<file path="src/rtl/march_patgen.sv">
// march_patgen: deterministic BIST pattern generator (patgen side of bist_if).
// It runs March C- over three data backgrounds, zero-one or checkerboard
// across addresses 0..MAX_ADDR-1, and issues one memory op per enabled edge.
// Response comparison happens downstream.
//
// Ports:
//   clk          clock, all logic on posedge
//   rst          synchronous active-high reset, has priority over en
//   en           advance enable, one operation per enabled edge
//   pattern_sel  0 = March C- enhanced, 1 = zero-one, 2 = checkerboard;
//                any other code is unsupported
//   addr         memory address of the current op
//   data         pattern value of the current op (write data)
//   check        expected read data of the current op
//   wmask        write mask, all ones on every op
//   we / re      write / read strobe, exactly one of them per op
//   done         sticky test-complete flag
//
// state  | meaning
// -------+--------------------------------------------------------------
// S_IDLE | after reset; the first enabled edge latches pattern_sel
// S_RUN  | one op presented per enabled edge
// S_DONE | sequence finished or pattern unsupported; left only by rst
module march_patgen #(
  parameter int MAX_ADDR   = 32,
  parameter int ADDR_WIDTH = (MAX_ADDR > 1) ? $clog2(MAX_ADDR) : 1,
  parameter int DATA_WIDTH = 32,
  parameter int MASK_WIDTH = 4
) (
  input  logic                  clk,
  input  logic                  rst,
  input  logic                  en,
  input  logic [3:0]            pattern_sel,
  output logic [ADDR_WIDTH-1:0] addr,
  output logic [DATA_WIDTH-1:0] data,
  output logic [DATA_WIDTH-1:0] check,
  output logic [MASK_WIDTH-1:0] wmask,
  output logic                  we,
  output logic                  re,
  output logic                  done
);

  localparam logic [3:0] SEL_MARCH = 4'd0;
  localparam logic [3:0] SEL_CB    = 4'd2;
  localparam logic [ADDR_WIDTH-1:0] LAST_ADDR = ADDR_WIDTH'(MAX_ADDR - 1);

  typedef enum logic [1:0] {S_IDLE, S_RUN, S_DONE} state_t;

  state_t r_state;
  state_t w_state_nxt;

  logic [3:0]            r_mode;
  logic [2:0]            r_elem;
  logic                  r_opi;
  logic [1:0]            r_bg;
  logic [ADDR_WIDTH-1:0] r_addr;

  logic [3:0]            w_mode;
  logic                  w_is_march;
  logic                  w_supported;
  logic [2:0]            w_last_elem;
  logic [1:0]            w_last_bg;
  logic [5:0]            w_cur_rom;
  logic [5:0]            w_inc_rom;
  logic [5:0]            w_nxt_rom;
  logic [2:0]            w_nxt_elem;
  logic                  w_nxt_opi;
  logic [1:0]            w_nxt_bg;
  logic [ADDR_WIDTH-1:0] w_nxt_addr;
  logic                  w_at_last;
  logic                  w_op_wr;
  logic                  w_op_one;
  logic [1:0]            w_bg_sel;
  logic [DATA_WIDTH-1:0] w_bg_word;
  logic [DATA_WIDTH-1:0] w_val;
  logic                  w_load;
  logic                  w_finish;

  // Element ROM entry: {down, two_ops, op0_wr, op0_one, op1_wr, op1_one}
  function automatic logic [5:0] elem_rom(input logic march, input logic [2:0] e);
    logic [5:0] r;
    r = 6'b0;
    if (march) begin
      case (e)
        3'd0:    r = 6'b0_0_1_0_0_0;  // up(w0)
        3'd1:    r = 6'b0_1_0_0_1_1;  // up(r0,w1)
        3'd2:    r = 6'b0_1_0_1_1_0;  // up(r1,w0)
        3'd3:    r = 6'b1_1_0_0_1_1;  // down(r0,w1)
        3'd4:    r = 6'b1_1_0_1_1_0;  // down(r1,w0)
        default: r = 6'b0_0_0_0_0_0;  // up(r0)
      endcase
    end else begin
      case (e)
        3'd0:    r = 6'b0_0_1_0_0_0;  // up(w0)
        3'd1:    r = 6'b0_0_0_0_0_0;  // up(r0)
        3'd2:    r = 6'b0_0_1_1_0_0;  // up(w1)
        default: r = 6'b0_0_0_1_0_0;  // up(r1)
      endcase
    end
    return r;
  endfunction

  // In IDLE the mode is not latched yet, so op 0 is decoded from the live input.
  assign w_mode      = (r_state == S_IDLE) ? pattern_sel : r_mode;
  assign w_is_march  = (w_mode == SEL_MARCH);
  assign w_supported = (w_mode <= SEL_CB);
  assign w_last_elem = w_is_march ? 3'd5 : 3'd3;
  assign w_last_bg   = w_is_march ? 2'd2 : 2'd0;
  assign w_cur_rom   = elem_rom(w_is_march, r_elem);
  assign w_inc_rom   = elem_rom(w_is_march, 3'(r_elem + 3'd1));

  // Position of the op after the one currently presented.
  always_comb begin
    w_nxt_elem = r_elem;
    w_nxt_opi  = r_opi;
    w_nxt_bg   = r_bg;
    w_nxt_addr = r_addr;
    w_at_last  = 1'b0;
    if (r_state == S_IDLE) begin
      w_nxt_elem = 3'd0;
      w_nxt_opi  = 1'b0;
      w_nxt_bg   = 2'd0;
      w_nxt_addr = '0;
    end else if (!r_opi && w_cur_rom[4]) begin
      w_nxt_opi = 1'b1;
    end else begin
      w_nxt_opi = 1'b0;
      if (w_cur_rom[5] ? (r_addr != '0) : (r_addr != LAST_ADDR)) begin
        w_nxt_addr = w_cur_rom[5] ? r_addr - 1'b1 : r_addr + 1'b1;
      end else if (r_elem != w_last_elem) begin
        w_nxt_elem = 3'(r_elem + 3'd1);
        w_nxt_addr = w_inc_rom[5] ? LAST_ADDR : '0;
      end else if (r_bg != w_last_bg) begin
        w_nxt_bg   = 2'(r_bg + 2'd1);
        w_nxt_elem = 3'd0;
        w_nxt_addr = '0;
      end else begin
        w_at_last = 1'b1;
      end
    end
  end

  assign w_nxt_rom = elem_rom(w_is_march, w_nxt_elem);
  assign w_op_wr   = w_nxt_opi ? w_nxt_rom[1] : w_nxt_rom[3];
  assign w_op_one  = w_nxt_opi ? w_nxt_rom[0] : w_nxt_rom[2];
  assign w_bg_sel  = w_is_march ? w_nxt_bg : ((w_mode == SEL_CB) ? 2'd2 : 2'd0);

  always_comb begin
    w_bg_word = '0;
    for (int i = 0; i < DATA_WIDTH; i++) begin
      case (w_bg_sel)
        2'd1:    w_bg_word[i] = i[0];
        2'd2:    w_bg_word[i] = i[0] ^ w_nxt_addr[0];
        default: w_bg_word[i] = 1'b0;
      endcase
    end
  end

  assign w_val = w_op_one ? ~w_bg_word : w_bg_word;

  always_comb begin
    w_state_nxt = r_state;
    w_load      = 1'b0;
    w_finish    = 1'b0;
    case (r_state)
      S_IDLE: begin
        if (en) begin
          if (w_supported) begin
            w_state_nxt = S_RUN;
            w_load      = 1'b1;
          end else begin
            w_state_nxt = S_DONE;
            w_finish    = 1'b1;
          end
        end
      end
      S_RUN: begin
        if (en) begin
          if (w_at_last) begin
            w_state_nxt = S_DONE;
            w_finish    = 1'b1;
          end else begin
            w_load = 1'b1;
          end
        end
      end
      default: w_state_nxt = S_DONE;
    endcase
  end

  always_ff @(posedge clk) begin
    if (rst) r_state <= S_IDLE;
    else     r_state <= w_state_nxt;
  end

  always_ff @(posedge clk) begin
    if (rst) begin
      r_mode <= 4'd0;
      r_elem <= 3'd0;
      r_opi  <= 1'b0;
      r_bg   <= 2'd0;
      r_addr <= '0;
      addr   <= '0;
      data   <= '0;
      check  <= '0;
      wmask  <= '0;
      we     <= 1'b0;
      re     <= 1'b0;
      done   <= 1'b0;
    end else begin
      if (r_state == S_IDLE && en) r_mode <= pattern_sel;
      if (w_load) begin
        r_elem <= w_nxt_elem;
        r_opi  <= w_nxt_opi;
        r_bg   <= w_nxt_bg;
        r_addr <= w_nxt_addr;
        addr   <= w_nxt_addr;
        data   <= w_val;
        check  <= w_val;
        wmask  <= '1;
        we     <= w_op_wr;
        re     <= ~w_op_wr;
      end else if (w_finish) begin
        wmask <= '0;
        we    <= 1'b0;
        re    <= 1'b0;
        done  <= 1'b1;
      end
    end
  end

endmodule

</file>
<file path="config.mk">
export PLATFORM = sky130hd
export DESIGN_NAME = march_patgen
export DESIGN_NICKNAME = d
export VERILOG_FILES = /design/src/rtl/march_patgen.sv
export SDC_FILE = /design/constraint.sdc
export NUM_CORES = 1
export LEC_CHECK = 0
export ABC_AREA = 1
export BUFFER_PORTS_ARGS = -buffer_cell sky130_fd_sc_hd__buf_2
export CORE_UTILIZATION = 54
export DETAILED_ROUTE_END_ITERATION = 6
export MAX_ROUTING_LAYER = met4
export PLACE_DENSITY = 0.84
export SYNTH_ARGS = -nofsm -noshare
export SYNTH_HDL_FRONTEND = slang
export SYNTH_SLANG_ARGS = --single-unit
</file>
<file path="constraint.sdc">
create_clock -name clk -period 8.6 [get_ports clk]
set_input_delay 2.58 -clock clk [delete_from_list [all_inputs] [get_ports clk]]
set_output_delay 2.58 -clock clk [all_outputs]
set_load 0.05 [all_outputs]
</file>
======== Word level (Yosys, flattened, before mapping) ========
Cells that the tools add are included.
storage, ports and cells
  bits in writable memories ............... 0
  logic and storage cells ................. 122
  bits in read-only memories .............. 0
  memories kept ........................... 0
  flip-flop bits (word level) ............. 56
  bits of input ports ..................... 7
  bits in latches ......................... 0
cells by class
  multipliers ............................. 0
  bitwise gates (word level) .............. 4
  equality and inequality tests ........... 23
  reduce and logical (&&, ||, !) cells .... 14
  add/subtract/negate cells ............... 4
  muxes and demuxes ....................... 64
  divide/modulo/power cells ............... 0
  shift-type cells ........................ 0
  magnitude comparators ................... 1
operator list
  kind                 count
  $pmux 6 s5           2
  $pmux 4 s3           3
  $mux 5               7
  $mux 32              1
  $not 32->32          1
  $mux 2               12
  $mux 1               22
  $pmux 4 s5           1
  $eq 3x2->1 const B   6
  $mux 3               6
  $mux 4               4
  $mux 6               2
  $eq 3x1->1 const B   3
  $eq 3x3->1 const B   3
  $logic_not 3->1      3
  $ne 2x2->1 const B   4
  $pmux 1 s2           3
  $reduce_and 3->1     2
  $add 5x1->5 const B  1
  $ne 5x5->1 const B   1
  $reduce_bool 5->1    1
  $sub 5x1->5 const B  1
  $eq 2x1->1 const B   2
  $eq 4x2->1 const B   1
  other kinds (15)     18

======== Longest topological paths before layout ========
Gate-level depths: netlist (run 1).
  depth after elaboration ................. 16
  depth in mapped cells ................... 25
  gate-level depth less buffers ........... 25

======== Worst setup path after synthesis (run 1) ========
No wires, ideal clock.
  kind .................................... input to register
  start ................................... input port pattern_sel[2]
  end ..................................... register check[29]
  data arrival time ....................... 4.474 ns
  library setup time ...................... 0.109 ns
  slack ................................... 4.017 ns
  stages on the path ...................... 23
  cell sequence ........................... nor2_1 -> nand2_1 -> nand2_2 -> nand3_4 -> nand2_1 -> inv_2 -> nor2_4 -> inv_2 -> nor2_2 -> inv_2 -> nor2_1 -> nor2_1 -> nor3_1 -> o21bai_1 -> inv_1 -> ha_1 -> nand3_1 -> nand2_1 -> nand2_1 -> nand3_1 -> nand3_1 -> nand2_1 -> inv_1
on the way
  longest elaborated chain between the ends .. 14
RTL lines
  element                                RTL line  source
  start: declaration                     33        input logic [3:0] pattern_sel,
  $mux 4 (*)                             104       assign w_mode = (r_state == S_IDLE) ? pattern_sel : r_mode;
  $logic_not 4->1                        105       assign w_is_march = (w_mode == SEL_MARCH);
  $mux 2                                 108       assign w_last_bg = w_is_march ? 2'd2 : 2'd0;
  $ne 2x2->1                             133       end else if (r_bg != w_last_bg) begin
  $mux 3 or $mux 2 (tied branches)       133
  $mux 3 or $mux 2 (tied branches)       130       end else if (r_elem != w_last_elem) begin
  $mux 3 or $mux 2 (tied branches)       128       if (w_cur_rom[5] ? (r_addr != '0) : (r_addr != LAST_ADDR)) begin
  $mux 3 or $mux 2 (tied branches)       124       end else if (!r_opi && w_cur_rom[4]) begin
  $mux 3 or $mux 2 (tied branches)       119       if (r_state == S_IDLE) begin
  $eq 3x3->1 (tied with other cells)     84        case (e)
  $pmux 4 s5 (tied with other cells)     84
  $mux 4 or $pmux 1 s2 (tied branches)   83, 151
  $mux 1 or $not 32->32 (tied branches)  145, 159
  $mux 32                                159       assign w_val = w_op_one ? ~w_bg_word : w_bg_word;
  end signal: assignment                 219       check <= w_val;
  end: declaration                       36        output logic [DATA_WIDTH-1:0] check,
Mark *: on every way between the ends. The rest lies on a longest branch, timed or not. The select of a mux whose other input is x is not followed.
A chain may end at the register's enable or synchronous reset.

======== Worst setup path in the final report (run 1) ========
Ends and elaborated chain as after synthesis.

==> flow_summary.json, run 1 <==
{
  "status": "completed",
  "dpl.hpwl_mm": 3.38,
  "netlist_area_um2": 2260,
  "avgSynthCellArea_um2": 6.67,
  "endpoint_kind": "flop",
  "root_buffer": "clkbuf_8",
  "max_freq_ghz": 0.213,
  "cp-startpoint": "pattern_sel[2]",
  "finClkSkew_ps": 5.07,
  "hold_path.class": "flop to flop",
  "drv_cap": 0,
  "fin_util_pct": 56.7,
  "io_buffers": 82,
  "final_nets": 373,
  "setup_violations": 0,
  "final_common_cell": "buf_2",
  "dieArea_um2": 4440,
  "worst-endpoint-required_ps": 8770,
  "cts_setup_buffers": 0,
  "cp_top_family": "simple AND/OR/NAND/NOR gates",
  "ys_seq_area_share_pct": 20.4,
  "grt_pass1_vias": 1665,
  "htree_levels": 1,
  "cts_buffer_depth": 2,
  "hold_violations": 0,
  "total_power_uw": 714,
  "cts_buffers": 3,
  "path_clk_slew_ps": 90,
  "ir_worst_vdd_v": 0.000128,
  "place_ws_ps": 3630,
  "crit_path_max_fanout": 8,
  "start_kind": "primary input",
  "grt_overflow": 0,
  "worstHoldStart": "done",
  "die_y_um": 66.6,
  "crit-reg2reg-launch": "r_elem[0]",
  "postCtsResizedCells": 0,
  "mostFrequentLayoutCells": "82 x buf_2, 53 x nand2_1, 41 x nor2_1",
  "rsz0062_at_grt": "no",
  "path_cells": "buf_2, nor2_1, nand2_1, nand2_2, nand3_4, nand2_1, inv_2, nor2_4, inv_2, nor2_2, inv_2, nor2_1, nor2_1, nor3_1, o21bai_1, inv_1, ha_1, nand3_1, nand2_1, nand2_1, nand3_1, nand3_1, nand2_1, inv_1",
  "grt_max_degree": 34,
  "worstSetupPathType": "primary input to flop",
  "fin_crit_ps": 4700,
  "grt_antenna_before_repair": 0,
  "tns_ps": 0,
  "ys_ff_latch": 23,
  "clk_latency_ps": 270,
  "routedWlPerCell_um": 10.7,
  "drcViolationCount": 0,
  "initial_core_util_pct": 56.4,
  "tightest_slew_ps": 675,
  "first_iter_violations": 82,
  "wl_mm": 4.34,
  "powerDensity_nw_per_um2": 315,
  "p_leak_nw": 1.27,
  "slew_violations": 0,
  "core_um2": 4000,
  "synth.distinct_cells": 31,
  "place_congestion": 0.917,
  "syn_nets": 355,
  "clock-sinks": 23,
  "num-fill-cells": 391,
  "slowest_stage": "nor3_1",
  "grt_pass1_wl_mm": 7.25,
  "arrival_ps": 4880,
  "synthCells": 338,
  "routed-via-count": 1975,
  "ctsHoldBuffers": 0,
  "crit_top_cell": "nand2_1",
  "yosys_warnings": 0,
  "fin_crit_sh_pct": 54.7,
  "dr.pass1.iters": 5,
  "ioPinCount": 83,
  "area_growth_pct": 0.499,
  "layout_setup_ws_ps": 3900,
  "relSlewSlack_pct": 54.9,
  "die_w_um": 66.6,
  "fp-row-count": 23,
  "grtUsageTotal_pct": 21.7,
  "drive_above_1_share_pct": 34.6,
  "max_stage_delay_ps": 200,
  "ant_nets": 0,
  "path_buf_inv": 6,
  "antenna_cells": 0,
  "cts_tree": "done",
  "routed_via_density": 4.88
}
-- logic make-up after synthesis --
logic type / Yosys count / share of synthesized area, %
adder cells (fa/ha/maj): 10 / 5.88
XOR/XNOR: 1 / 0.388
flip-flops: 23 / 20.4
buffers and inverters: 113 / 29.8
AO/OA/AOI/OAI: 47 / 11.8
AND/OR/NAND/NOR: 144 / 31.7
-- synthesized netlist by cell type, drive strengths merged --
library cell | n | area share [%]
buf | 67 | 22
nand2 | 63 | 12
nor2 | 51 | 11
inv | 44 | 7.3
dfxtp | 23 | 20
a21oi | 20 | 4.4
nand3 | 20 | 5.7
o21ai | 18 | 4.2
ha | 9 | 5.0
nor3 | 6 | 1.3
nand4 | 4 | 1.8
o211ai | 4 | 1.3
clkbuf | 2 | 0.33
a211oi | 1 | 0.33
fa | 1 | 0.89
o211a | 1 | 0.44
o21a | 1 | 0.33
o21bai | 1 | 0.33
o221ai | 1 | 0.39
xnor2 | 1 | 0.39
-- worst min-delay path: cells and delay by family (launching register included) --
family                 cells  cell delay (ps)
AOI/OAI and AO/OA          1               50
buffers and inverters      1               50
DFF                        1              320
-- flip-flops by register name, summed over array words and instances, names as in the netlist --
| name | flops |
|---|---|
| r_addr | 5 |
| r_mode | 4 |
| r_elem | 3 |
| check | 2 |
| r_bg | 2 |
| r_state | 2 |
| done | 1 |
| r_opi | 1 |
| re | 1 |
| we | 1 |
| wmask | 1 |
-- cell type report --
class | instances | area [µm²] | share of cell area (%)
tap | 50 | 62.6 | 2.76
multi-input combinational | 202 | 1120 | 49.5
clock buffer | 3 | 41.3 | 1.82
inverter | 44 | 165 | 7.28
sequential | 23 | 460 | 20.3
clock inverter | 1 | 5.00 | 0.221
timing repair buffer | 82 | 410 | 18.1
-- metal layers --
metal | vias to the layer above | wire length (µm) | GRT usage [%]
met5 | - | 0 | -
met4 | 0 | 75 | 7.71
met3 | 9 | 301 | 2.57
met2 | 85 | 1950 | 35.9
met1 | 840 | 2020 | 27.0
li1 | 1041 | - | -
-- final timing paths --
| kind | to | slack, ps | cells after the start |
|---|---|---|---|
| worst max-delay path | check[29] | 3900 | 24 |
| worst min-delay path | done | 460 | 2 |
| worst max register to register | check[29] | 5480 | 23 |
| worst min register to register | done | 460 | 2 |
-- stage by stage --
stage                     instance area (µm²)  cells  hold slack [ps]
after floorplan                          2260    338              438
after global placement                   2220    401              437
after detailed placement                 2220    401              446
after CTS                                2270    405              460
after global routing                     2270    405              486
final                                    2270    405              460
-- power by group --
part | switching [mW] | internal [mW] | leakage, nW
Clock | 0.0364 | 0.0324 | 0.0255
Sequential | 0.0275 | 0.125 | 0.189
Combinational | 0.392 | 0.100 | 1.05
Total | 0.456 | 0.258 | 1.27
No activity file was read; power rests on OpenSTA's default activity.
==> run 2: changes to the inputs <==
--- a/config.mk
+++ b/config.mk
@@ -7,10 +7,10 @@
 export LEC_CHECK = 0
 export ABC_AREA = 1
 export BUFFER_PORTS_ARGS = -buffer_cell sky130_fd_sc_hd__buf_2
-export CORE_UTILIZATION = 54
+export CORE_UTILIZATION = 50
 export DETAILED_ROUTE_END_ITERATION = 6
 export MAX_ROUTING_LAYER = met4
-export PLACE_DENSITY = 0.84
+export PLACE_DENSITY = 0.79
 export SYNTH_ARGS = -nofsm -noshare
 export SYNTH_HDL_FRONTEND = slang
 export SYNTH_SLANG_ARGS = --single-unit
==> constraint.sdc (replaced) <==
create_clock -name clk -period 4.8 [get_ports clk]
set_input_delay 1.44 -clock clk [delete_from_list [all_inputs] [get_ports clk]]
set_output_delay 1.44 -clock clk [all_outputs]
set_load 0.05 [all_outputs]
==> run 2 against run 1 <==
  * Setup slack worse by 2800 ps
  * Die area up 7.8%
  * Highest routed layer unchanged
  * Clock power up 83%
  * Critical path depth unchanged
  * Final cell count up 0.49%
  * Largest power group unchanged
==> flow_summary.json, run 2 (synthesized netlist as in run 1, its figures left out) <==
{
  "status": "completed",
  "ir_worst_vdd_v": 0.000237,
  "endpoint": "check[29]",
  "powerDensity_nw_per_um2": 563,
  "cp-startpoint": "pattern_sel[2]",
  "cts_buffer_depth": 2,
  "ioPinCount": 83,
  "drive_above_1_share_pct": 34.6,
  "grt_antenna_before_repair": 0,
  "dieArea_um2": 4780,
  "tns_ps": 0,
  "grt_max_degree": 34,
  "endpoint_kind": "flop",
  "final_cells": 407,
  "worst-endpoint-required_ps": 4970,
  "placed_cells": 403,
  "worstHoldPathCells": 2,
  "hold_path.class": "flop to flop",
  "timing.rr.end": "check[29]",
  "setup_violations": 0,
  "ctsHoldBuffers": 0,
  "die_w_um": 69.2,
  "worstSetupPathType": "primary input to flop",
  "io_buffers": 82,
  "r2r.worst_path.cells": 23,
  "regMostFlops": "r_addr",
  "final_nets": 373,
  "largest_reg_flops": 5,
  "seqPwrFrac_pct": 21.3,
  "tightest_slew_ps": 672,
  "relSlewSlack_pct": 55.1,
  "cts_setup_buffers": 0,
  "antenna_cells": 0,
  "fp-row-count": 24,
  "routedWlPerCell_um": 10.7,
  "path_clk_slew_ps": 90,
  "p_switching_uw": 817,
  "area_growth_pct": 0.610,
  "pwr-share-comb_pct": 68.8,
  "place_congestion": 0.913,
  "grt_pass1_vias": 1651,
  "crit-reg2reg-launch": "r_elem[0]",
  "drcViolationCount": 0,
  "cts_tree": "done",
  "p_int_uw": 462,
  "dr.pass1.iters": 4,
  "clock-sinks": 23,
  "die_y_um": 69.2,
  "postCtsResizedCells": 0,
  "mostFrequentLayoutCells": "82 x buf_2, 53 x nand2_1, 41 x nor2_1",
  "sw_frac_of_total_pct": 63.9,
  "root_buffer": "clkbuf_8",
  "wl_mm": 4.35,
  "top_regs": "r_addr: 5 flops, r_mode: 4 flops, r_elem: 3 flops",
  "fin_crit_ps": 3660,
  "rsz0062_at_grt": "no",
  "hold_violations": 0,
  "slew_violations": 0,
  "first_iter_violations": 88,
  "crit_path_max_fanout": 8,
  "start_kind": "primary input",
  "fin_util_pct": 52.1,
  "grt_pass1_wl_mm": 7.28,
  "htree_levels": 1,
  "power.share.clock_pct": 9.9,
  "initial_core_util_pct": 51.8,
  "fin_crit_sh_pct": 76.2,
  "routed-via-count": 1992,
  "grtUsageTotal_pct": 18.8,
  "finClkSkew_ps": 12.9,
  "p_leak_nw": 1.27,
  "routed_via_density": 4.89,
  "core_um2": 4350,
  "cts_buffers": 3,
  "arrival_ps": 3830,
  "ff2ff_setup_slack_ps": 1650,
  "clk_latency_ps": 280,
  "ant_nets": 0,
  "grt_overflow": 0,
  "max_freq_ghz": 0.273,
  "final_common_cell": "buf_2",
  "drv_cap": 0,
  "dpl.hpwl_mm": 3.42
}
-- run 2: cell counts in the layout (fill, tap and decap cells not counted) --
No cell type changed its count.
-- run 2: routing by layer --
metal | global-route usage (%) | part of all wire, % | vias up
met1 | 24.1 | 45 | 844
met4 | 6.35 | 1.4 | 0
met3 | 2.33 | 8.2 | 6
met2 | 30.5 | 45 | 102
met5 | - | 0 | -
li1 | - | - | 1040
-- run 2: metrics by stage --
stage,instance area [µm²],setup slack [ps],hold WS [ps],power [mW]
finish,2270,1140,460,1.28
global route,2270,888,496,1.35
CTS,2270,1180,461,1.29
detailed placement,2220,906,447,1.16
global placement,2220,1090,437,1.15
floorplan,2260,1360,438,1.15
-- run 2: power by group through the flow --
stage / logic (mW) / registers, mW / clock network (mW)
floorplan: 0.825 / 0.324 / 0
global placement: 0.875 / 0.276 / 0
detailed placement: 0.879 / 0.278 / 0
CTS: 0.881 / 0.274 / 0.130
global route: 0.931 / 0.282 / 0.137
finish: 0.880 / 0.273 / 0.126
-- run 2: how the worst min path moves through the flow --
| stage | from | slack [ps] | to |
|---|---|---|---|
| 5_1_grt | done | 500 | done |
| 4_1_cts | done | 460 | done |
| 2_1_floorplan | r_mode[1] | 440 | r_mode[1] |
| 3_3_place_gp | done | 440 | done |
| 3_5_place_dp | done | 450 | done |
| 6_report | done | 460 | done |
-- run 2: cell type report --
type | count | area, µm²
multi-input combinational | 202 | 1120
timing repair buffer | 82 | 410
fill | 424 | 2080
inverter | 44 | 165
clock inverter | 1 | 5.00
clock buffer | 3 | 41.3
sequential | 23 | 460
tap | 52 | 65.1
-- run 2: critical path, cell delays in order --
cell      delay, ps
buf_2           100
nor2_1           90
nand2_1          70
nand2_2         190
nand3_4         150
nand2_1         100
inv_2            40
nor2_4          130
inv_2            70
nor2_2          130
inv_2            50
nor2_1          130
nor2_1           50
nor3_1          250
o21bai_1        140
inv_1            70
ha_1            150
nand3_1          80
nand2_1          70
nand2_1          60
nand3_1          80
nand3_1          80
nand2_1          70
inv_1            30
